[config.mk]
export PLATFORM = sky130hd
export DESIGN_NAME = register_file_mp
export DESIGN_NICKNAME = d
export VERILOG_FILES = /design/src/rtl/register_file_pkg.sv /design/src/rtl/regfile_scoreboard.sv /design/src/rtl/register_file_mp.sv
export SDC_FILE = /design/constraint.sdc
export NUM_CORES = 1
export LEC_CHECK = 0
export CORE_ASPECT_RATIO = 1.5
export CORE_MARGIN = 5
export CORE_UTILIZATION = 53
export DETAILED_ROUTE_END_ITERATION = 12
export HOLD_SLACK_MARGIN = 0.12
export PLACE_DENSITY_LB_ADDON = 0.08
export RECOVER_POWER = 100
export REMOVE_ABC_BUFFERS = 1
export SYNTH_ARGS = -nofsm -noshare
export SYNTH_HDL_FRONTEND = slang
export SYNTH_HIERARCHICAL = 1
export SYNTH_SLANG_ARGS = --single-unit
[constraint.sdc]
create_clock -name clk_in -period 2.2 [get_ports clk_in]
set_input_delay 0.44 -clock clk_in [delete_from_list [all_inputs] [get_ports clk_in]]
set_output_delay 0.44 -clock clk_in [all_outputs]
set_load 0.01 [all_outputs]
[src/rtl/register_file_pkg.sv]
// rtl/register_file_pkg.sv - shared constants and read-port address slicing helper
package register_file_pkg;

  localparam int DEF_DATA_WIDTH = 16;
  localparam int DEF_ADDR_WIDTH = 3;
  localparam int MAX_ADDR_WIDTH = 8;
  localparam int MAX_RD_PORTS   = 4;
  localparam int RD_VEC_W       = MAX_ADDR_WIDTH * MAX_RD_PORTS;

  // Extract port 'port' from a packed address vector (zero-extended to RD_VEC_W).
  function automatic logic [MAX_ADDR_WIDTH-1:0] rd_addr_slice(
    input logic [RD_VEC_W-1:0] vec,
    input int                  port,
    input int                  addr_width
  );
    logic [RD_VEC_W-1:0]       shifted;
    logic [MAX_ADDR_WIDTH-1:0] mask;
    shifted = vec >> (port * addr_width);
    mask    = '0;
    for (int i = 0; i < MAX_ADDR_WIDTH; i++) begin
      if (i < addr_width) mask[i] = 1'b1;
    end
    return shifted[MAX_ADDR_WIDTH-1:0] & mask;
  endfunction

endpackage

[src/rtl/regfile_scoreboard.sv]
// rtl/regfile_scoreboard.sv - pending-register scoreboard with reservation check and count
module regfile_scoreboard
  import register_file_pkg::*;
#(
  parameter int ADDR_WIDTH = DEF_ADDR_WIDTH,
  parameter int ZERO_REG   = 1
) (
  input  logic                      i_clk,
  input  logic                      i_rst_n,
  input  logic                      i_wr_en,
  input  logic [ADDR_WIDTH-1:0]     i_wr_dest,
  input  logic                      i_rsv_en,
  input  logic [ADDR_WIDTH-1:0]     i_rsv_addr,
  input  logic                      i_flush,
  output logic [(2**ADDR_WIDTH)-1:0] o_busy,
  output logic                      o_rsv_ok,
  output logic                      o_rsv_err,
  output logic [ADDR_WIDTH:0]       o_busy_count
);

  localparam int REG_NUM = 2 ** ADDR_WIDTH;

  logic [REG_NUM-1:0] r_busy;
  logic [ADDR_WIDTH:0] r_count;
  logic               r_err;
  logic [REG_NUM-1:0] w_wr_mask;
  logic [REG_NUM-1:0] w_busy_kept;
  logic [REG_NUM-1:0] w_busy_next;
  logic [ADDR_WIDTH:0] w_count_next;
  logic               w_rsv_zero;
  logic               w_wr_hit;
  logic               w_take;
  logic               w_inc;
  logic               w_dec;

  assign w_rsv_zero = (ZERO_REG != 0) && (i_rsv_addr == '0);
  assign w_wr_hit   = i_wr_en && (i_wr_dest == i_rsv_addr);
  // A busy target is still acceptable when its pending write lands this cycle.
  assign o_rsv_ok   = w_rsv_zero || !r_busy[i_rsv_addr] || w_wr_hit;
  assign w_take     = i_rsv_en && o_rsv_ok && !w_rsv_zero;

  assign w_wr_mask   = i_wr_en ? (REG_NUM'(1) << i_wr_dest) : '0;
  assign w_busy_kept = r_busy & ~w_wr_mask;
  assign w_dec       = i_wr_en && r_busy[i_wr_dest];
  assign w_inc       = w_take && !w_busy_kept[i_rsv_addr];

  // Next-state busy bits and count; the reservation is applied after the write-clear so it wins.
  always_comb begin
    w_busy_next  = w_busy_kept;
    w_count_next = r_count + (ADDR_WIDTH+1)'(w_inc) - (ADDR_WIDTH+1)'(w_dec);
    if (w_take) w_busy_next[i_rsv_addr] = 1'b1;
    if (i_flush) begin
      w_busy_next  = '0;
      w_count_next = '0;
    end
  end

  // Scoreboard state; flush overrides reservations, so it cannot raise the error flag.
  always_ff @(posedge i_clk or negedge i_rst_n) begin
    if (!i_rst_n) begin
      r_busy  <= '0;
      r_count <= '0;
      r_err   <= 1'b0;
    end else begin
      r_busy  <= w_busy_next;
      r_count <= w_count_next;
      if (i_rsv_en && !o_rsv_ok && !i_flush) r_err <= 1'b1;
    end
  end

  assign o_busy       = r_busy;
  assign o_busy_count = r_count;
  assign o_rsv_err    = r_err;

endmodule

[src/rtl/register_file_mp.sv]
// rtl/register_file_mp.sv - multi-read-port register file with bypass and scoreboard
module register_file_mp
  import register_file_pkg::*;
#(
  parameter int DATA_WIDTH   = DEF_DATA_WIDTH,
  parameter int ADDR_WIDTH   = DEF_ADDR_WIDTH,
  parameter int NUM_RD_PORTS = 2,
  parameter int ZERO_REG     = 1,
  parameter int BYPASS_EN    = 1
) (
  input  logic                               clk_in,
  input  logic                               rst_n_in,
  input  logic                               reg_wr_en,
  input  logic [ADDR_WIDTH-1:0]              reg_wr_dest,
  input  logic [DATA_WIDTH-1:0]              reg_wr_data,
  input  logic                               rsv_en,
  input  logic [ADDR_WIDTH-1:0]              rsv_addr,
  input  logic                               sb_flush,
  input  logic [NUM_RD_PORTS*ADDR_WIDTH-1:0] reg_rd_addr,
  output logic [NUM_RD_PORTS*DATA_WIDTH-1:0] reg_rd_data,
  output logic [NUM_RD_PORTS-1:0]            reg_rd_busy,
  output logic                               rsv_ok,
  output logic [ADDR_WIDTH:0]                busy_count,
  output logic                               rsv_err
);

  localparam int REG_NUM = 2 ** ADDR_WIDTH;

  logic [DATA_WIDTH-1:0] r_reg_array [REG_NUM];
  logic [REG_NUM-1:0]    w_busy;
  logic [RD_VEC_W-1:0]   w_rd_addr_ext;
  logic                  w_wr_commit;

  assign w_rd_addr_ext = RD_VEC_W'(reg_rd_addr);
  assign w_wr_commit   = reg_wr_en && !((ZERO_REG != 0) && (reg_wr_dest == '0));

  // Data array: one-cycle write, cleared asynchronously on reset.
  always_ff @(posedge clk_in or negedge rst_n_in) begin
    if (!rst_n_in) begin
      for (int i = 0; i < REG_NUM; i++) r_reg_array[i] <= '0;
    end else if (w_wr_commit) begin
      r_reg_array[reg_wr_dest] <= reg_wr_data;
    end
  end

  regfile_scoreboard #(
    .ADDR_WIDTH (ADDR_WIDTH),
    .ZERO_REG   (ZERO_REG)
  ) u_scoreboard (
    .i_clk        (clk_in),
    .i_rst_n      (rst_n_in),
    .i_wr_en      (reg_wr_en),
    .i_wr_dest    (reg_wr_dest),
    .i_rsv_en     (rsv_en),
    .i_rsv_addr   (rsv_addr),
    .i_flush      (sb_flush),
    .o_busy       (w_busy),
    .o_rsv_ok     (rsv_ok),
    .o_rsv_err    (rsv_err),
    .o_busy_count (busy_count)
  );

  for (genvar k = 0; k < NUM_RD_PORTS; k++) begin : g_rd
    logic [ADDR_WIDTH-1:0] w_addr;
    logic                  w_is_zero;
    logic                  w_fwd;
    logic [DATA_WIDTH-1:0] w_data;

    assign w_addr    = ADDR_WIDTH'(rd_addr_slice(w_rd_addr_ext, k, ADDR_WIDTH));
    assign w_is_zero = (ZERO_REG != 0) && (w_addr == '0);
    assign w_fwd     = (BYPASS_EN != 0) && reg_wr_en && (reg_wr_dest == w_addr) && !w_is_zero;

    // Read mux: outputs are forced low while reset is held so bypassed data cannot leak.
    always_comb begin
      w_data = r_reg_array[w_addr];
      if (w_fwd) w_data = reg_wr_data;
      if (!rst_n_in || w_is_zero) w_data = '0;
    end

    assign reg_rd_data[k*DATA_WIDTH +: DATA_WIDTH] = w_data;
    assign reg_rd_busy[k] = rst_n_in && w_busy[w_addr] && !w_fwd;
  end

endmodule

==> results of run 1 <==
[worst paths after layout]
path                                         from                      endpoint  slack, ps
setup / recovery           u_scoreboard/o_busy[6]  u_scoreboard/o_busy_count[1]       -220
hold / removal                   r_reg_array[126]              r_reg_array[126]        400
setup reg to reg           u_scoreboard/o_busy[6]  u_scoreboard/o_busy_count[1]       -220
hold reg to reg                  r_reg_array[126]              r_reg_array[126]        400
max in group asynchronous                rst_n_in               r_reg_array[88]        150
min in group asynchronous                rst_n_in  u_scoreboard/o_busy_count[0]        730
[cell usage after synthesis (3+ instances only)]
| cell type | count | share of area [%] |
|---|---|---|
| and2b_1 | 3 | 0.27 |
| ha_1 | 4 | 0.61 |
| nand2b_1 | 3 | 0.23 |
| clkbuf_1 | 16 | 0.73 |
| mux2i_1 | 35 | 4.3 |
| buf_2 | 18 | 1.1 |
| xnor2_1 | 6 | 0.64 |
| buf_4 | 5 | 0.46 |
| a211o_1 | 5 | 0.53 |
| o2bb2ai_1 | 32 | 3.4 |
| nand2_1 | 13 | 0.59 |
| buf_6 | 17 | 2.3 |
| nor2b_1 | 4 | 0.30 |
| mux2_1 | 3 | 0.41 |
| nor2_1 | 6 | 0.27 |
| nand4b_2 | 3 | 0.55 |
| mux2_2 | 111 | 15 |
| dfrtp_1 | 141 | 43 |
| o211ai_1 | 5 | 0.46 |
| mux4_2 | 68 | 19 |
| inv_1 | 6 | 0.27 |
[layer usage]
metal	track usage (%)	share of wire, %
met1	31.54	38
met2	44.35	53
met3	5.799	4.6
met4	12.34	4.1
met5	0	0
[power by group through the flow]
stage / combinational (uW) / clock (uW) / sequential (uW)
floorplan: 1230 / 0 / 3340
global placement: 2020 / 0 / 3430
detailed placement: 2070 / 0 / 3470
CTS: 2150 / 3300 / 3430
global route: 2480 / 3400 / 3500
finish: 2320 / 3250 / 3440
[critical path, cell delays in order, from the launching register on]
cell     delay, ps
dfrtp_1        390
buf_6          120
mux4_2         480
mux2i_4        180
nor2b_1         70
ha_1           270
inv_1           40
ha_2           170
fa_2           510
nor2b_4        120
[timing repair]
action / in CTS / in global routing
resized for setup: 241 / 66
cloned: 3 / 1
hold buffers: 1 / 0
setup buffers: 18 / 5
endpoints found under the hold margin: 4 / 0
pin swaps: 16 / 30
setup endpoints to repair: 39 / 38
[metrics by stage]
| stage | power (uW) | hold slack [ps] |
|---|---|---|
| 4_1_cts | 8876 | 232.4 |
| 2_1_floorplan | 4572 | 144.4 |
| 3_3_place_gp | 5448 | 380.4 |
| 6_report | 9017 | 397.2 |
| 5_1_grt | 9375 | 410.7 |
| 3_5_place_dp | 5544 | 387.4 |
[area by class of cell]
| class | count | area share (%) |
|---|---|---|
| repair buffers | 197 | 16.10 |
| multi-input cells | 346 | 43.49 |
| inverters | 6 | 0.2038 |
| well taps | 199 | 2.253 |
| clock inverters | 10 | 1.925 |
| clock buffers | 21 | 4.077 |
| flip-flops and latches | 141 | 31.94 |
[flip-flops by register name, summed over array words and instances, names as in the netlist]
register,cells
r_reg_array,128
u_scoreboard/o_busy,8
u_scoreboard/o_rsv_err,1
u_scoreboard/o_busy_count,4
[logic make-up (layout without fill, tap and decap cells)]
group                      Yosys count  in the layout  synth area share [%]
xor gates and xnor gates            10             10                 1.474
and+or+nand+nor                     51             51                 4.438
AOI/OAI and AO/OA                   61             61                 6.413
buffers and inverters               62            234                 4.878
DFF                                141            141                 42.86
adders and majority gates            5              5                0.8511
muxes                              219            219                 39.09
==> impl_metrics.ini, run 1 <==
[cells_and_area]
num-fill-cells = 1002
layout_common_cells = dfrtp_1, mux2_2, buf_4, mux4_2, buf_2
syn_to_final_growth_pct = 34.21
fin_nets = 747
finalNonFillerCells = 920
finish.instance_area_sq_um = 11050
antenna_cells = 0
final_util_pct = 72.65
regArea_sq_um = 3530
layout_commonest_cell = dfrtp_1
drive_gt1_share_pct = 61.30
multi_input_area_sq_um = 4806

[floorplanning]
die_area_sq_um = 18180
core-area_sq_um = 15210
die_w_um = 111.8
rows = 55
start_util_pct = 54.13
die_y_um = 162.6
pin_count = 73

[global_routing]
grt_pass1_wl_um = 36230
grt_pass1_vias = 6301
grt_util_all_layers_pct = 26.09
antenna_found_initial = 0
gr-total-overflow = 0
grt_max_degree = 69

[sta]
slew_violations = 26
rsz0062_at_grt = yes
worst_pin_slew_ps = 1506
hold_viol = 0
setup_viol = 23
relSlewSlack_pct = -0.4040
setup_tns_ps = -1357
setup_slack_ps = -221.9
finClkSkew_ps = 12.14
finalCritPeriodShare_pct = 110.1
fin_crit_ps = 2422
fmax_mhz = 412.9

[synth]
ys_types = 56
ys_ff_latch = 141
synthFlopType = dfrtp_1
synth_enable_flop_cells = 0
ys_warn_count = 6
avgSynthCellArea_sq_um = 15.00
yosysSeqAreaShare_pct = 42.86
async_reset_ff_share_pct = 100.0
netlist_area_sq_um = 8233
netlist_instances = 549

[worst_hold_path]
hold_class = flip-flop to flip-flop
min_path_cells = 0

[clock_network]
tritoncts = yes
clock_sinks = 141
cts-buffers-inserted = 17
cts-root-buf = clkbuf_16
clk_path_buf_depth = 2
insertion_delay_ps = 420
cts-htree-levels = 4
clkSlewWorstSetupHoldPaths_ps = 60

[critical_path]
cp_max_fo = 2
cp.required_ps = 2560
critical_path_arrival_ps = 2780
end_kind = flip-flop
critical_path_class = flip-flop to flip-flop
cp-start-kind = flip-flop
r2r_cells = 9

[power_and_ir_drop]
p_leak_uw = 0.004648
p_int_uw = 6609
pwr_density_cell_nw_per_um2 = 816.1
p_sw_share_pct = 26.70
p_seq_share_pct = 38.2
p_clk_share_pct = 36.1
p_comb_share_pct = 25.8
switchingPower_uw = 2408
ir_drop_v = 0.0005348

[run_status]
status = complete, but fails checks
failed_checks = capacitance limit, slew limit, setup timing

[drt]
antenna_left = 0
wire_per_inst_um = 25.43
vias_per_cell = 6.201
drc = 0
first_iter_violations = 242
dr_total_vias = 5705
wl_um = 23390
drtPass1Iterations = 4

[placed_design]
io_buffer_count = 72
pre_cts_ws_ps = -1014
placed_area_sq_um = 9818
place_inst = 864
hpwl_um = 14990
gpl.final_weighted_congestion = 0.8842

[run]
drv_cap = 1
Note: power is estimated with default switching activity, not from simulation.
==> inputs of run 2 (changes only) <==
--- a/config.mk
+++ b/config.mk
@@ -7,7 +7,7 @@
 export LEC_CHECK = 0
 export CORE_ASPECT_RATIO = 1.5
 export CORE_MARGIN = 5
-export CORE_UTILIZATION = 53
+export CORE_UTILIZATION = 37
 export DETAILED_ROUTE_END_ITERATION = 12
 export HOLD_SLACK_MARGIN = 0.12
 export PLACE_DENSITY_LB_ADDON = 0.08
@@ -17,3 +17,4 @@
 export SYNTH_HDL_FRONTEND = slang
 export SYNTH_HIERARCHICAL = 1
 export SYNTH_SLANG_ARGS = --single-unit
+export TNS_END_PERCENT = 5
==> run 2 against run 1 <==
The run ends with setup timing left; via count shrank 1.3%; worst hold slack worse by 3.9 ps; power fell by 3.8%; final area down 1.0%; critical path depth unchanged; cell count grew 8.4%; sequential power about the same; die area rose by 40%; clock power fell by 4%; global-route usage is 6.9 points lower; register-to-register slack improved by 30 ps; worst setup slack improved by 30 ps; critical path type unchanged; largest power group unchanged.
==> impl_metrics.ini, run 2 (synthesis gave the netlist of run 1 again) <==
[clock_network]
cts-root-buf = clkbuf_16
clkSlewWorstSetupHoldPaths_ps = 60
insertion_delay_ps = 420
clk_path_buf_depth = 2
cts-buffers-inserted = 17
tritoncts = yes
cts-htree-levels = 4
clock_sinks = 141

[sta]
finalCritPeriodShare_pct = 108.7
whs_ps = 393.3
fin_crit_ps = 2392
slew_violations = 0
hold_viol = 0
fmax_mhz = 418.0
setup_slack_ps = -192.3
relSlewSlack_pct = 17.30
worst_pin_slew_ps = 1241
rsz0062_at_grt = yes
finClkSkew_ps = 4.175
setup_viol = 34

[cells_and_area]
layout_commonest_cell = dfrtp_1
largest_register = r_reg_array
fin_nets = 746
drive_gt1_share_pct = 59.31
num-fill-cells = 1945
layout_common_cells = dfrtp_1, mux2_2, buf_4, mux4_2, buf_2
syn_to_final_growth_pct = 32.84
largest_reg_flops = 128
finish.instance_area_sq_um = 10940
final_util_pct = 49.42
multi_input_area_sq_um = 4568
regArea_sq_um = 3528

[critical_path]
critPathMaxStageDelay_ps = 510
r2r_start = u_scoreboard/o_busy[0]
critical_path_arrival_ps = 2750
crit_path_cell_trace = buf_6 > mux4_2 > mux2i_1 > nor2b_1 > ha_1 > inv_2 > ha_4 > fa_2 > nor2b_4
cp_slowest_cell = fa_2
cp.required_ps = 2560
crit_family = adder cells
critical_path_class = flip-flop to flip-flop
cp-start-kind = flip-flop
crit_start = u_scoreboard/o_busy[0]
end_kind = flip-flop
cp_max_fo = 3
cp_num_buf_inv = 2

[run_status]
failed_checks = setup timing
status = complete, but fails checks

[global_routing]
grt_pass1_wl_um = 37070
grt_pass1_vias = 6234
antenna_found_initial = 2
gr-total-overflow = 0
grt_util_all_layers_pct = 19.16
grt_max_degree = 130

[drt]
antenna_left = 0
drtPass1Iterations = 4
wl_um = 23870
wire_per_inst_um = 23.94
dr_total_vias = 5631
vias_per_cell = 5.648
drc = 0
first_iter_violations = 233

[floorplanning]
die_area_sq_um = 25400
die_y_um = 192.7
rows = 67
start_util_pct = 37.20
die_w_um = 131.8
core-area_sq_um = 22130
pin_count = 73

[placed_design]
io_buffer_count = 72
hpwl_um = 16240
placed_area_sq_um = 10000
gpl.final_weighted_congestion = 0.8089

[power_and_ir_drop]
pwr_density_cell_nw_per_um2 = 793.0
p_leak_uw = 0.004663
totalPowerFinal_uw = 8672
ir_drop_v = 0.0004958

[worst_hold_path]
hp-start = r_reg_array[125]
hold_class = flip-flop to flip-flop

[run]
drv_cap = 0
run 2: changes by cell type in the layout (fill, tap and decap cells not counted), sizes merged, moves of 2 or more:
cell / change
clkbuf: -11
buf: +6
clkdlybuf4s15: +4
bufinv: -2
clkinv: +2
run 2: worst register-to-register path, cell delays in order (launching register included):
cell     delay [ps]
dfrtp_1         420
buf_6           140
mux4_2          430
mux2i_1         150
nor2b_1          70
ha_1            290
inv_2            50
ha_4            150
fa_2            510
nor2b_4         120
run 2: timing repair:
| action | 4_1_cts | 5_1_grt |
|---|---|---|
| gates resized for setup | 219 | 20 |
| hold endpoints to repair | 12 | 0 |
| buffers inserted | 15 | 0 |
| hold buffers | 1 | 0 |
| gates cloned | 0 | 0 |
| pin swaps | 13 | 6 |
| endpoints found under the setup margin | 39 | 38 |
run 2: path summary, 6_finish.rpt:
| path | endpoint | slack [ps] | depth (start not counted) |
|---|---|---|---|
| worst max-delay path | u_scoreboard/o_busy_count[1] | -190 | 9 |
| worst min-delay path | r_reg_array[125] | 390 | 0 |
| worst max register to register | u_scoreboard/o_busy_count[1] | -190 | 9 |
| worst min register to register | r_reg_array[125] | 390 | 0 |
| max in group asynchronous | u_scoreboard/o_busy[3] | 380 | 4 |
| min in group asynchronous | r_reg_array[15] | 1000 | 4 |
run 2: routing by layer:
metal | vias to the layer above | routed length [um] | GRT usage (%)
li1 | 2471 | - | -
met1 | 2994 | 9644 | 23.30
met2 | 126 | 12720 | 33.84
met3 | 38 | 791 | 3.312
met4 | 2 | 696 | 7.680
met5 | - | 13 | 0
run 2: final cells by class:
class / count / share of cell area (%)
diodes: 1 / 0.02288
clock buffers: 21 / 4.393
clock inverters: 10 / 1.464
inverters: 6 / 0.2059
multi-input cells: 346 / 41.77
flip-flops and latches: 141 / 32.26
well taps: 276 / 3.158
repair buffers: 196 / 16.73
run 2: through the flow:
step                      worst slack, ps  std cells  TNS, ps
final                              -192.3        997    -2106
after global routing               -270.6        997    -5608
after CTS                          -216.6        996    -4125
after detailed placement           -915.9        949   -37610
after global placement             -888.7        949   -37340
after floorplan                    -144.5        493   -368.9
run 2: power breakdown:
part           leakage, uW  internal (uW)  switching (uW)
clock network     0.000315           2010            1110
registers          0.00174           3070             359
logic              0.00261           1280             843
